**config.mk**
```make
export PLATFORM = sky130hd
export DESIGN_NAME = alu_pipe
export DESIGN_NICKNAME = d
export VERILOG_FILES = /design/src/rtl/alu_pkg.sv /design/src/rtl/alu_mul_iter.sv /design/src/rtl/alu_pipe.sv
export SDC_FILE = /design/constraint.sdc
export NUM_CORES = 1
export LEC_CHECK = 0
export CORE_ASPECT_RATIO = 0.9
export CORE_UTILIZATION = 60
export DETAILED_ROUTE_END_ITERATION = 12
export PLACE_DENSITY = 0.85
export SYNTH_ARGS = -nofsm -noshare
export SYNTH_HDL_FRONTEND = slang
export SYNTH_SLANG_ARGS = --single-unit
```
**constraint.sdc**
```tcl
create_clock -name clk -period 4.4 [get_ports clk]
set_input_delay 0.44 -clock clk [delete_from_list [all_inputs] [get_ports clk]]
set_output_delay 0.44 -clock clk [all_outputs]
set_load 0.005 [all_outputs]
```
**src/rtl/alu_pkg.sv**
```systemverilog
// alu_pkg: opcodes, FSM states and flag bundle shared by the execute-stage ALU
package alu_pkg;
    localparam logic [3:0] OP_AND  = 4'd0;
    localparam logic [3:0] OP_OR   = 4'd1;
    localparam logic [3:0] OP_ADD  = 4'd2;
    localparam logic [3:0] OP_SUB  = 4'd3;
    localparam logic [3:0] OP_CMP  = 4'd4;
    localparam logic [3:0] OP_SHL  = 4'd5;
    localparam logic [3:0] OP_SHR  = 4'd6;
    localparam logic [3:0] OP_SAR  = 4'd7;
    localparam logic [3:0] OP_MUL  = 4'd8;
    localparam logic [3:0] OP_PASS = 4'd9;

    typedef enum logic [1:0] {IDLE, MUL, DONE} state_t;

    typedef struct packed {
        logic zf;
        logic cf;
        logic nf;
        logic vf;
    } flags_t;
endpackage

```
**src/rtl/alu_mul_iter.sv**
```systemverilog
// alu_mul_iter: unsigned shift-add multiplier, one partial product per cycle
module alu_mul_iter #(
    parameter int WIDTH = 8
) (
    input  logic               clk,
    input  logic               rst,
    input  logic               start,
    input  logic [WIDTH-1:0]   a,
    input  logic [WIDTH-1:0]   b,
    output logic               done,
    output logic [2*WIDTH-1:0] prod
);
    localparam int CW = $clog2(WIDTH);

    logic               busy;
    logic [CW-1:0]      cnt;
    logic [2*WIDTH-1:0] acc, mc;
    logic [WIDTH-1:0]   mp;

    // prod is the accumulator after the current step, so it is final while done is high
    assign prod = acc + (mp[0] ? mc : '0);
    assign done = busy && (cnt == CW'(WIDTH - 1));

    // load operands on start, then shift multiplicand left and multiplier right each step
    always_ff @(posedge clk) begin
        if (rst) begin
            busy <= 1'b0;
            cnt  <= '0;
            acc  <= '0;
            mc   <= '0;
            mp   <= '0;
        end else if (start) begin
            busy <= 1'b1;
            cnt  <= '0;
            acc  <= '0;
            mc   <= {{WIDTH{1'b0}}, a};
            mp   <= b;
        end else if (busy) begin
            acc  <= prod;
            mc   <= mc << 1;
            mp   <= mp >> 1;
            cnt  <= cnt + 1'b1;
            busy <= !done;
        end
    end
endmodule

```
**src/rtl/alu_pipe.sv**
```systemverilog
// alu_pipe: registered execute-stage ALU with flags, shifts and iterative multiply
module alu_pipe
    import alu_pkg::*;
#(
    parameter int WIDTH = 8,
    parameter int OPW   = 4,
    parameter int SHW   = $clog2(WIDTH)
) (
    input  logic             clk,
    input  logic             rst,
    input  logic             in_valid,
    output logic             in_ready,
    input  logic [WIDTH-1:0] in0,
    input  logic [WIDTH-1:0] in1,
    input  logic [OPW-1:0]   op,
    output logic             out_valid,
    input  logic             out_ready,
    output logic [WIDTH-1:0] out,
    output logic             zf,
    output logic             cf,
    output logic             nf,
    output logic             vf,
    output logic             err
);
    state_t             st, st_n;
    flags_t             fl, fl_n;
    logic               accept, retire, is_mul, mdone;
    logic               c, v, bad_op;
    logic [WIDTH-1:0]   res, fin;
    logic [WIDTH:0]     sum, dif, shl_w, shr_w, sar_w;
    logic [SHW-1:0]     sh;
    logic [2*WIDTH-1:0] prod;

    assign sh       = in0[SHW-1:0];
    assign is_mul   = op == OPW'(OP_MUL);
    assign in_ready = (st != MUL) && (!out_valid || out_ready);
    assign accept   = in_valid && in_ready;
    assign retire   = out_valid && out_ready;
    assign sum      = {1'b0, in0} + {1'b0, in1};
    assign dif      = {1'b0, in1} - {1'b0, in0};
    assign shl_w    = {1'b0, in1} << sh;
    assign shr_w    = {in1, 1'b0} >> sh;
    assign sar_w    = $signed({in1, 1'b0}) >>> sh;
    assign {zf, cf, nf, vf} = fl;

    alu_mul_iter #(.WIDTH(WIDTH)) u_mul (
        .clk  (clk),
        .rst  (rst),
        .start(accept && is_mul),
        .a    (in0),
        .b    (in1),
        .done (mdone),
        .prod (prod)
    );

    // single-cycle result and raw carry/overflow for every non-MUL opcode
    always_comb begin
        res    = '0;
        c      = 1'b0;
        v      = 1'b0;
        bad_op = 1'b0;
        case (op)
            OPW'(OP_AND):  res = in0 & in1;
            OPW'(OP_OR):   res = in0 | in1;
            OPW'(OP_ADD):  begin
                {c, res} = sum;
                v = (in0[WIDTH-1] == in1[WIDTH-1]) && (sum[WIDTH-1] != in0[WIDTH-1]);
            end
            OPW'(OP_SUB):  begin
                {c, res} = dif;
                v = (in0[WIDTH-1] != in1[WIDTH-1]) && (dif[WIDTH-1] != in1[WIDTH-1]);
            end
            OPW'(OP_CMP):  res = {{(WIDTH-1){1'b0}}, in0 == in1};
            OPW'(OP_SHL):  {c, res} = shl_w;
            OPW'(OP_SHR):  {res, c} = shr_w;
            OPW'(OP_SAR):  {res, c} = sar_w;
            OPW'(OP_MUL):  res = '0;
            OPW'(OP_PASS): res = in0;
            default:       bad_op = 1'b1;
        endcase
    end

    // the multiplier owns the result while in MUL; otherwise the single-cycle path does
    always_comb begin
        fin  = (st == MUL) ? prod[WIDTH-1:0] : res;
        fl_n = '{zf: fin == '0,
                 cf: (st == MUL) ? |prod[2*WIDTH-1:WIDTH] : c,
                 nf: fin[WIDTH-1],
                 vf: (st == MUL) ? 1'b0 : v};
    end

    // accept takes priority so DONE can retire and start the next op in one edge
    always_comb begin
        st_n = st;
        if (accept)
            st_n = is_mul ? MUL : IDLE;
        else if (mdone)
            st_n = DONE;
        else if (st == DONE && retire)
            st_n = IDLE;
    end

    // state, output register and handshake bookkeeping
    always_ff @(posedge clk) begin
        if (rst) begin
            st        <= IDLE;
            out_valid <= 1'b0;
            out       <= '0;
            fl        <= '{zf: 1'b1, cf: 1'b0, nf: 1'b0, vf: 1'b0};
            err       <= 1'b0;
        end else begin
            st <= st_n;
            if (accept)
                out_valid <= !is_mul;
            else if (mdone)
                out_valid <= 1'b1;
            else if (retire)
                out_valid <= 1'b0;
            if ((accept && !is_mul) || mdone) begin
                out <= fin;
                fl  <= fl_n;
                err <= (st == MUL) ? 1'b0 : bad_op;
            end
        end
    end
endmodule

```
==> results <==
- The worst hold path was traced through 2 stages.
- The final HPWL from detailed placement is 11480 um.
- Counting every instance in the synthesized netlist gives 651.
- The worst setup path is captured at a flip-flop.
- The worst-case setup slack after placement is 0.7724 ns.
- For this run, the share of the core covered by cells in the final layout is 0.7176.
- Across the VDD grid, the largest voltage drop is 0.2453 mV.
- The buffer type at the clock tree root is clkbuf_8.
- The number of enable-type register cells in the synthesized netlist is 0.
- The final wirelength is 15530 um.
- The routed design could run at a clock period as short as 3.425 ns.
- The mean cell area of the mapped netlist is 7.968 um^2.
- Counting flops with an async set or reset pin after synthesis yields a share of 0.
- The fraction of power consumed by the clock network is 0.390.
- The CTS buffer count is 9.
- The global-route wire length before repair is 24780 um.
- Timing would allow up to 291.9 MHz.
- In the synthesized netlist, the cells that appear most often are nor2_1, dfxtp_1, mux2i_1.
- The first-iteration detailed-routing DRC count is 474.
- The number of detailed-route iterations in the first pass is 5.
- The initial antenna violation count is 0.
- The TritonCTS clock tree is yes.
- The classification of the worst-slack hold path is reg -> reg.
- The arrival time of the worst setup path is 3.65 ns.
- The longest clock path from root to sink contains 2 buffers.
- Summed over all layers, the global routing overflow is 0.
- The critical path class is reg -> reg.
- Once routing completed, OpenROAD measured the worst setup slack at 0.9746 ns.
- The number of remaining DRC errors is 0.
- The die is 90.21 um tall.
- Of all nets on the critical path, the largest fanout is 8.
- The H-tree was split into 3 levels.
- The net count of the mapped netlist is 722.
- The number of max-slew violations in the final report is 0.
- The run finished with clean final reports.
- The final number of hold-violating endpoints is 0.
- In this run the cell area of the synthesized design comes to 5187 um^2.
- The post-synthesis cell type with the largest combined area is dfxtp_1.
- Dividing the final minimum period by the clock period gives 0.7785.
- The die is 100.0 um wide.
- Headroom to the max-slew limit came out at 0.4207.
- Of the total power, the share spent switching nets is 0.3052.
- Of the total power, combinational logic draws 0.228.
- The Yosys step of the flow raised 0 warnings.
- The cell area power density is 246.3 nW/um^2.
- The overall global routing resource usage is 0.3475.
- Hold repair after CTS inserted 0 buffers.
- The final antenna diode count is 0.
- The number of resized instances in the post-cts repair step is 0.
- The total net switching power is 443.6 uW.
- Tracing the worst setup path back leads to its startpoint at u_mul.mp[0].
- The count of distinct cell types in the synthesized netlist is 75.
- The growth of design area from synthesis to finish is 13.75%.
- After the last flow step, the layout net total stands at 744.
- Pin placement for this block handled 39 I/O pins.
- The largest net degree at the start of global routing is 44.
- The worst register-to-register path ends at cf.
- Counting flops and latches in the post-synthesis netlist gives 59.
- Setup repair after global routing left no endpoint under its margin.
- The cell-internal power is 1010 uW.
- After clock tree synthesis, the clock-pin slew on the worst setup and hold paths is 0.07 ns.
- The total placed cells including tap cells is 777.
- The share of the Yosys chip area taken by registers is 0.2277.
- The via count of the first global-routing pass was 4760.
- The post-detailed-route wirelength per cell is 19.58 um.
- The path with the worst hold slack has its endpoint at out[3].
- The critical hold path startpoint is out[3].
- The sum of negative setup slack is 0 ns.
- Clock skew on the completed layout was measured at 0.009089 ns.
- The area enclosed by the die boundary is 9022 um^2.
- The portion of total power attributed to sequential cells is 0.382.
- The overall via count from detail_route is 5135.
- The final weighted congestion of routability-driven global placement is 0.9744.
- By area the synthesized netlist is led by dfxtp_1, ha_1, mux2i_1.
- At the pin with the least slew margin, the transition time is 0.8689 ns.
- The initial utilization of the core area, before any placement, comes to 0.6309.
- The average vias per placed instance is 6.475.
- The count of nets left with antenna violations once routing finished came out at 0.
- For the worst setup path, the data required time is 4.63 ns.
- The number of setup violations in the final report is 0.
- The final instance count without filler cells is 793.
- The top cell type's share of synthesized area is 0.2277.
- The hold slack is 0.5009 ns.
- The leading register cell type out of synthesis is dfxtp_1.
- In this run the static leakage power is 0.002308 uW.
- The floorplan has 31 rows.
- The number of cells on the worst reg-to-reg path is 10.
- Of the cells placed in the final design, the portion with a size suffix greater than 1 is 0.08112.
- The startpoint identified for the worst register-to-register timing path is u_mul.mp[0].
- The clock insertion delay at the later pin of the skew report is 0.34 ns.
- Across the run, the number of max-cap violations was 0.
- The floorplan step defined a core boundary enclosing 8223 um^2.
- The setup slack of the most critical reg-to-reg path is 0.97 ns.
- The most numerous cell in the Yosys netlist is nor2_1.
- STA classifies the critical path startpoint as a flip-flop.
- In this run the tool buffered the top-level ports with 38 buffer cells.
- The TritonCTS sink count is 59.
- The number of setup buffers added after CTS is 0.
## state kept, by name (all words and copies together) (netlist names)
name / cells
err: 1
u_mul.mc: 16
out_valid: 1
u_mul.mp: 8
vf: 1
u_mul.acc: 16
zf: 1
u_mul.cnt: 3
out: 8
cf: 1
st: 2
u_mul.busy: 1
## stage by stage
stage	instance area [um^2]	power [uW]
CTS	5901	1452
finish	5901	1453
floorplan	5187	770.6
detailed placement	5677	888.3
global placement	5677	885.5
global route	5901	1513
## cells in the final DEF (no fill, tap or decap), types with 5 or more instances in the layout
cell type,synthesis,layout
nor2_1,79,79
dfxtp_1,59,58
mux2i_1,46,46
ha_1,44,44
nand2_1,38,38
clkdlybuf4s50_1,0,38
a21oi_1,33,33
a211oi_1,28,28
inv_1,24,24
o21ai_0,20,20
buf_4,1,20
and2_1,19,19
nand3_1,17,17
xnor2_1,15,15
nor3_1,13,13
nand2b_1,11,11
nor2b_1,11,11
o21ai_1,10,10
a31oi_1,10,10
clkbuf_8,0,9
or3_1,7,7
a21o_1,6,6
o2111ai_1,6,6
o211ai_1,5,5
o31ai_1,5,5
mux4_2,5,5
a221oi_1,5,5
nand4_1,5,5
## cell families (layout without fill, tap and decap cells)
logic type                 after synthesis  in the layout  synth area share
and+or+nand+nor                        226            226            0.2190
AOI/OAI and AO/OA                      170            170            0.2296
buffers and inverters                   76            103           0.05692
DFF                                     59             59            0.2277
muxes                                   54             54            0.1170
adders and majority gates               47             47            0.1177
xor gates and xnor gates                19             19           0.03208
## final cells by class
type | instances | area (um^2)
flip-flops and latches | 59 | 1182
fillers | 695 | 2322
clock inverters | 7 | 100.1
repair buffers | 58 | 530.5
inverters | 29 | 108.9
clock buffers | 9 | 123.9
well taps | 115 | 143.9
multi-input cells | 516 | 3711
## how the worst max path moves through the flow
| stage | to | slack (ns) | cells after the start |
|---|---|---|---|
| floorplan | cf | 1.19 | 11 |
| global route | zf | 0.85 | 11 |
| global placement | zf | 0.81 | 12 |
| CTS | cf | 1.01 | 10 |
| detailed placement | zf | 0.77 | 12 |
| finish | cf | 0.97 | 10 |
## power groups by stage
stage                     combinational (uW)  sequential, uW  clock, uW
after floorplan                          205             566          0
after global placement                   319             566          0
after detailed placement                 321             567          0
after CTS                                324             555        573
after global routing                     360             556        597
final                                    331             555        567
## critical path, stage by stage (launching register included)
cell and delay (ns):
dfxtp_1 0.39, and2_1 0.19, ha_1 0.22, fa_1 0.42, a21o_1 0.20, a41oi_2 0.25
a31oi_2 0.17, a311oi_2 0.38, xnor2_1 0.14, or4_1 0.54, o41a_1 0.41
## metal layers
metal	GRT usage	share of wire
met5	0	0
met4	0.1014	0.022
met3	0.07698	0.084
met2	0.5339	0.45
met1	0.4853	0.44
Note: power is estimated with default switching activity, not from simulation.
